**src/rtl/sdram_arbiter.sv**
```systemverilog
// sdram_arbiter
//   Shares one SDRAM controller command port among three masters:
//   0 = video fetcher (top priority), 1 = CPU, 2 = DMA (round-robin between
//   them). Per-master starvation counters let a CPU/DMA master that has
//   waited through STARVE_LIMIT video grants outrank video.
//   One transaction is outstanding at a time.
//
// Ports
//   clk, reset_i         : clock, asynchronous active-high reset
//   mN_req/we/addr/wdata/wmask_i : master N command (held until mN_ack_o)
//   mN_ack_o, mN_rdata_o : completion pulse and read data for master N
//   mem_req/we/addr/wdata/wmask_o : latched command to the controller
//   mem_ack_i, mem_rdata_i : completion pulse and read data from controller
//   grant_o              : current owner 0/1/2, or 3 when idle
module sdram_arbiter #(
  parameter int ADDR_WIDTH   = 22,
  parameter int DATA_WIDTH   = 32,
  parameter int STARVE_LIMIT = 8
) (
  input  logic                    clk,
  input  logic                    reset_i,
  input  logic                    m0_req_i,
  input  logic                    m0_we_i,
  input  logic [ADDR_WIDTH-1:0]   m0_addr_i,
  input  logic [DATA_WIDTH-1:0]   m0_wdata_i,
  input  logic [DATA_WIDTH/8-1:0] m0_wmask_i,
  output logic                    m0_ack_o,
  output logic [DATA_WIDTH-1:0]   m0_rdata_o,
  input  logic                    m1_req_i,
  input  logic                    m1_we_i,
  input  logic [ADDR_WIDTH-1:0]   m1_addr_i,
  input  logic [DATA_WIDTH-1:0]   m1_wdata_i,
  input  logic [DATA_WIDTH/8-1:0] m1_wmask_i,
  output logic                    m1_ack_o,
  output logic [DATA_WIDTH-1:0]   m1_rdata_o,
  input  logic                    m2_req_i,
  input  logic                    m2_we_i,
  input  logic [ADDR_WIDTH-1:0]   m2_addr_i,
  input  logic [DATA_WIDTH-1:0]   m2_wdata_i,
  input  logic [DATA_WIDTH/8-1:0] m2_wmask_i,
  output logic                    m2_ack_o,
  output logic [DATA_WIDTH-1:0]   m2_rdata_o,
  output logic                    mem_req_o,
  output logic                    mem_we_o,
  output logic [ADDR_WIDTH-1:0]   mem_addr_o,
  output logic [DATA_WIDTH-1:0]   mem_wdata_o,
  output logic [DATA_WIDTH/8-1:0] mem_wmask_o,
  input  logic                    mem_ack_i,
  input  logic [DATA_WIDTH-1:0]   mem_rdata_i,
  output logic [1:0]              grant_o
);

  localparam int MW = DATA_WIDTH / 8;
  localparam logic [7:0] LIMIT = 8'(STARVE_LIMIT);
  localparam logic [1:0] NONE = 2'd3;

  typedef enum logic {IDLE, BUSY} state_t;

  state_t          state_reg;
  logic [7:0]      wait_cnt1_reg;
  logic [7:0]      wait_cnt2_reg;
  logic            rr_last_reg;   // 0: master 1 granted last, 1: master 2

  logic            starved1;
  logic            starved2;
  logic [1:0]      rr_pick;       // round-robin winner when 1 and 2 tie
  logic [1:0]      winner;
  logic            sel_we;
  logic [ADDR_WIDTH-1:0] sel_addr;
  logic [DATA_WIDTH-1:0] sel_wdata;
  logic [MW-1:0]   sel_wmask;

  assign starved1 = m1_req_i && (wait_cnt1_reg >= LIMIT);
  assign starved2 = m2_req_i && (wait_cnt2_reg >= LIMIT);
  assign rr_pick  = rr_last_reg ? 2'd1 : 2'd2;

  always_comb begin
    winner = NONE;
    if (starved1 && starved2) winner = rr_pick;
    else if (starved1)        winner = 2'd1;
    else if (starved2)        winner = 2'd2;
    else if (m0_req_i)        winner = 2'd0;
    else if (m1_req_i && m2_req_i) winner = rr_pick;
    else if (m1_req_i)        winner = 2'd1;
    else if (m2_req_i)        winner = 2'd2;
  end

  always_comb begin
    sel_we    = m0_we_i;
    sel_addr  = m0_addr_i;
    sel_wdata = m0_wdata_i;
    sel_wmask = m0_wmask_i;
    case (winner)
      2'd1: begin
        sel_we = m1_we_i; sel_addr = m1_addr_i;
        sel_wdata = m1_wdata_i; sel_wmask = m1_wmask_i;
      end
      2'd2: begin
        sel_we = m2_we_i; sel_addr = m2_addr_i;
        sel_wdata = m2_wdata_i; sel_wmask = m2_wmask_i;
      end
      default: ;
    endcase
  end

  always_ff @(posedge clk or posedge reset_i) begin
    if (reset_i) begin
      state_reg     <= IDLE;
      mem_req_o     <= 1'b0;
      mem_we_o      <= 1'b0;
      mem_addr_o    <= '0;
      mem_wdata_o   <= '0;
      mem_wmask_o   <= '0;
      grant_o       <= NONE;
      wait_cnt1_reg <= 8'd0;
      wait_cnt2_reg <= 8'd0;
      rr_last_reg   <= 1'b1;   // master 2 "last", so master 1 wins the first tie
    end else begin
      case (state_reg)
        IDLE: begin
          if (winner != NONE) begin
            state_reg   <= BUSY;
            mem_req_o   <= 1'b1;
            grant_o     <= winner;
            mem_we_o    <= sel_we;
            mem_addr_o  <= sel_addr;
            mem_wdata_o <= sel_wdata;
            mem_wmask_o <= sel_wmask;
            case (winner)
              2'd0: begin
                // Waiting masters accumulate credit against video grants.
                if (m1_req_i && wait_cnt1_reg < LIMIT) wait_cnt1_reg <= wait_cnt1_reg + 8'd1;
                if (m2_req_i && wait_cnt2_reg < LIMIT) wait_cnt2_reg <= wait_cnt2_reg + 8'd1;
              end
              2'd1: begin
                wait_cnt1_reg <= 8'd0;
                rr_last_reg   <= 1'b0;
              end
              default: begin
                wait_cnt2_reg <= 8'd0;
                rr_last_reg   <= 1'b1;
              end
            endcase
          end
        end
        BUSY: begin
          if (mem_ack_i) begin
            state_reg <= IDLE;
            mem_req_o <= 1'b0;
            grant_o   <= NONE;
          end
        end
        default: state_reg <= IDLE;
      endcase
    end
  end

  // Completion is passed straight through; an ack seen in IDLE is ignored.
  assign m0_ack_o = (state_reg == BUSY) && (grant_o == 2'd0) && mem_ack_i;
  assign m1_ack_o = (state_reg == BUSY) && (grant_o == 2'd1) && mem_ack_i;
  assign m2_ack_o = (state_reg == BUSY) && (grant_o == 2'd2) && mem_ack_i;

  assign m0_rdata_o = mem_rdata_i;
  assign m1_rdata_o = mem_rdata_i;
  assign m2_rdata_o = mem_rdata_i;

endmodule

```
**config.mk**
```make
export PLATFORM = sky130hd
export DESIGN_NAME = sdram_arbiter
export DESIGN_NICKNAME = d
export VERILOG_FILES = /design/src/rtl/sdram_arbiter.sv
export SDC_FILE = /design/constraint.sdc
export NUM_CORES = 1
export LEC_CHECK = 0
export CAP_MARGIN = 20
export CORE_AREA = 2 2 147 149
export DETAILED_ROUTE_END_ITERATION = 16
export DIE_AREA = 0 0 149 151
export GPL_ROUTABILITY_DRIVEN = 0
export MAX_ROUTING_LAYER = met4
export PLACE_DENSITY = 0.65
export SETUP_SLACK_MARGIN = 0.1
export SLEW_MARGIN = 20
export SYNTH_ARGS = -nofsm -noshare
export SYNTH_HDL_FRONTEND = slang
export SYNTH_SLANG_ARGS = --single-unit
```
**constraint.sdc**
```tcl
create_clock -name clk -period 4.5 [get_ports clk]
set_input_delay 1.125 -clock clk [delete_from_list [all_inputs] [get_ports clk]]
set_output_delay 1.125 -clock clk [all_outputs]
set_load 0.05 [all_outputs]
```
==> key figures <==
Die
  • Die Span X: 149 µm
  • Die H: roughly 150 µm
  • Die area: 22500 µm²
  • Num rows: 53
  • I/O pins: around 380
  • Initial Util: about 24%
  • Core Area: 20820 µm²

Cells and area
  • Total Nets Final: 977
  • Ant. Diodes: 0
  • Max reg flops: 32
  • Cell area after layout: around 7400 µm²
  • Core Util, Final: a little over a third
  • Synth-to-layout area growth: 45.82%
  • Fillcell total: approximately 2200
  • Biggest regs: mem_wdata_o (32), mem_addr_o (22)
  • Top reg by flops: mem_wdata_o
  • Share of layout cells above drive strength 1: under 10%

CTS
  • CTS Hold Bufs: 0
  • Clk buf depth: 2
  • Clock sink count: 80
  • Gates resized, CTS repair: 0
  • Worst-path clk slew: approximately 0.060 ns
  • TritonCTS Buffers: 9
  • Clock latency on the worst-skew pair: 0.34 ns
  • Root Buffer: clkbuf_16
  • Setup repair bufs after CTS: 0
  • TritonCTS clock tree: yes
  • H-tree depth: 3

Setup path
  • CP peak stage delay: 0.83 ns
  • CP required: approximately 3.4 ns
  • Kind of critical path: input pin to output port
  • Cell family with most CP delay: buffers and inverters
  • Bufs and invs on worst path: 2
  • Worst Path Max Fanout: 5
  • CP Launch Type: input pin
  • Crit-path slowest cell: clkdlybuf4s50_1
  • Critical Path Most Common Cell: clkdlybuf4s50_1
  • Reg2reg setup slack: between 1 and 1.5 ns
  • CP Launch Point: mem_ack_i
  • CP endpoint: m1_ack_o
  • Worst EP arrival: ~2.8 ns
  • Worst Reg2Reg Path Length in Cells: 10
  • Crit-path cells: clkdlybuf4s50_1, nand2_1, nor3b_1, clkdlybuf4s50_1
  • Crit path capture type: output port
  • Reg2Reg Launch Point: wait_cnt1_reg[3]
  • Critical Path Stages: 4
  • Reg2reg end: mem_wmask_o[1]

Yosys
  • Leading area contributor after synthesis: dfrtp_1
  • Synth Flop Type: dfrtp_1
  • Seq/Total Area, Yosys: 39.42%
  • Post-synth EDFFs: 0
  • Mapped cell area: roughly 5000 µm²
  • Syn Nets: roughly 850
  • Synth Register Bits: 80
  • Syn avg cell area: 8.127 µm²
  • Synth warn: 0
  • Share of the synthesized area in the top cell type: between 30 and 40%
  • Netlist cell types: around 40
  • Synth cell count leaders: 126 x nand2_1, 96 x buf_4, 77 x dfrtp_1
  • Cells after synthesis: roughly 630
  • Most frequent cell after synthesis: nand2_1
  • Area contributors post-synth: dfrtp_1 38%, buf_4 14%, nand2_1 9.3%
  • Asr flop ratio synth: 100.0%

STA
  • Worst-margin pin slew: 0.8638 ns
  • Max frequency: between 200 and 300 MHz
  • Fin worst setup slack: between 0.5 and 0.6 ns
  • Slew headroom: 42.41%
  • Final setup viols: 0
  • Fin crit period: 3.960 ns
  • RSZ-0062 raised after global routing: false
  • Clock Skew: 0.01398 ns
  • Setup TNS: 0 ns
  • Slew Viols, Final: 0
  • Fin crit share: around 90%
  • Hold Vio Cnt, Final: 0

Outcome
  • Status: complete, no violations

Min path
  • Worst hold path class: flop to flop
  • Worst Hold Depth: 2

Global route
  • Global-route wire length before repair: 25660 µm
  • Largest net degree at the start of global routing: 72
  • Vias in the first global route: 4467
  • GRT Overall Usage: between 15 and 20%
  • Initial antenna violation count: 0
  • GRT overflow: 0

Detailed routing
  • # DRC: 0
  • Via Count: ~4700
  • DR WL/cell: between 15 and 20 µm
  • DR iter-0 viols: 197
  • Drt pass-1 iters: 4
  • Vias per std cell: 4.551
  • Total wire length: between 15000 and 20000 µm
  • Final ANT Viol Nets: 0

Job
  • MaxCap Viol Count: 0

Placement
  • Final HPWL DP: 13820 µm
  • Port bufs: around 250
  • Placed standard-cell area: about 7100 µm²
  • Pre-CTS setup slack: ~0.50 ns

Power and ir drop
  • Static Leak: about 0.0030 µW
  • PD cells: around 660 nW/µm²
  • Worst VDD drop: between 200 and 250 µV
==> routing by layer <==
metal | wire [µm] | vias to the layer above | GRT usage, % | part of all wire (%)
met1 | 6936 | 2086 | 17.56 | 39
met3 | 1432 | 24 | 3.735 | 8.1
met5 | 0 | - | - | 0
met4 | 453 | 0 | 6.190 | 2.6
li1 | - | 2322 | - | -
met2 | 8755 | 274 | 26.20 | 50
==> report_power, final <==
| part | switching (µW) | leakage, µW | internal [µW] |
|---|---|---|---|
| logic | 1930 | 0.00190 | 1040 |
| registers | 182 | 0.000998 | 1030 |
| clock network | 318 | 0.000125 | 376 |
| total | 2430 | 0.00302 | 2450 |
==> kinds of logic after synthesis <==
group | after synthesis | share of synthesized area [%]
AO/OA/AOI/OAI | 209 | 24.89
adder cells (fa/ha/maj) | 8 | 1.968
buffers and inverters | 150 | 18.30
flip-flops | 80 | 39.42
multiplexers | 3 | 0.5903
AND/OR/NAND/NOR | 176 | 14.83
==> area by class of cell <==
class / instances / area [µm²] / share of cell area (%)
Clock buffer: 10 / 229.0 / 3.087
Clock inverter: 6 / 45.04 / 0.6072
Inverter: 10 / 38.79 / 0.5229
Multi-Input combinational cell: 396 / 2171 / 29.26
Sequential cell: 80 / 2006 / 27.04
Tap cell: 275 / 344.1 / 4.638
Timing Repair Buffer: 257 / 2585 / 34.85
==> layout by cell type, fill, tap and decap left out, drive strengths merged, types with 5 or more instances in the layout <==
cell / instances
a22oi: 59
o21ai: 127
dfrtp: 77
nand3: 5
ha: 8
clkdlybuf4s50: 247
clkbuf: 10
inv: 10
nor2: 21
buf: 10
nand2: 126
a21oi: 6
nor2b: 5
a41oi: 5
==> worst min-delay path by stage <==
| stage | from | endpoint | slack (ns) |
|---|---|---|---|
| 6_report | mem_wmask_o[0] | mem_wmask_o[0] | 0.48 |
| 5_1_grt | mem_addr_o[19] | mem_addr_o[19] | 0.50 |
| 4_1_cts | mem_addr_o[16] | mem_addr_o[16] | 0.49 |
| 3_5_place_dp | mem_wdata_o[4] | mem_wdata_o[4] | 0.47 |
| 3_3_place_gp | mem_req_o | mem_req_o | 0.47 |
| 2_1_floorplan | wait_cnt2_reg[2] | wait_cnt2_reg[2] | 0.45 |
==> stage by stage <==
stage	total power [µW]	hold WS [ns]	std cells
3_5_place_dp	4235	0.4750	1018
5_1_grt	5231	0.4984	1034
3_3_place_gp	4192	0.4654	1018
6_report	4880	0.4826	1034
4_1_cts	4955	0.4890	1034
2_1_floorplan	3378	0.4485	626
==> worst reg2reg max path: stages (launching register included) <==
cell and delay, ns:
dfrtp_1 0.42, or4_4 0.57, o21ai_1 0.20, o221a_2 0.25, nor2b_1 0.29, ha_2 0.64, buf_12 0.28, a22oi_1 0.14
nand2_1 0.09, o21ai_0 0.10, o21ai_1 0.14
No activity file was read; power rests on OpenSTA's default activity.
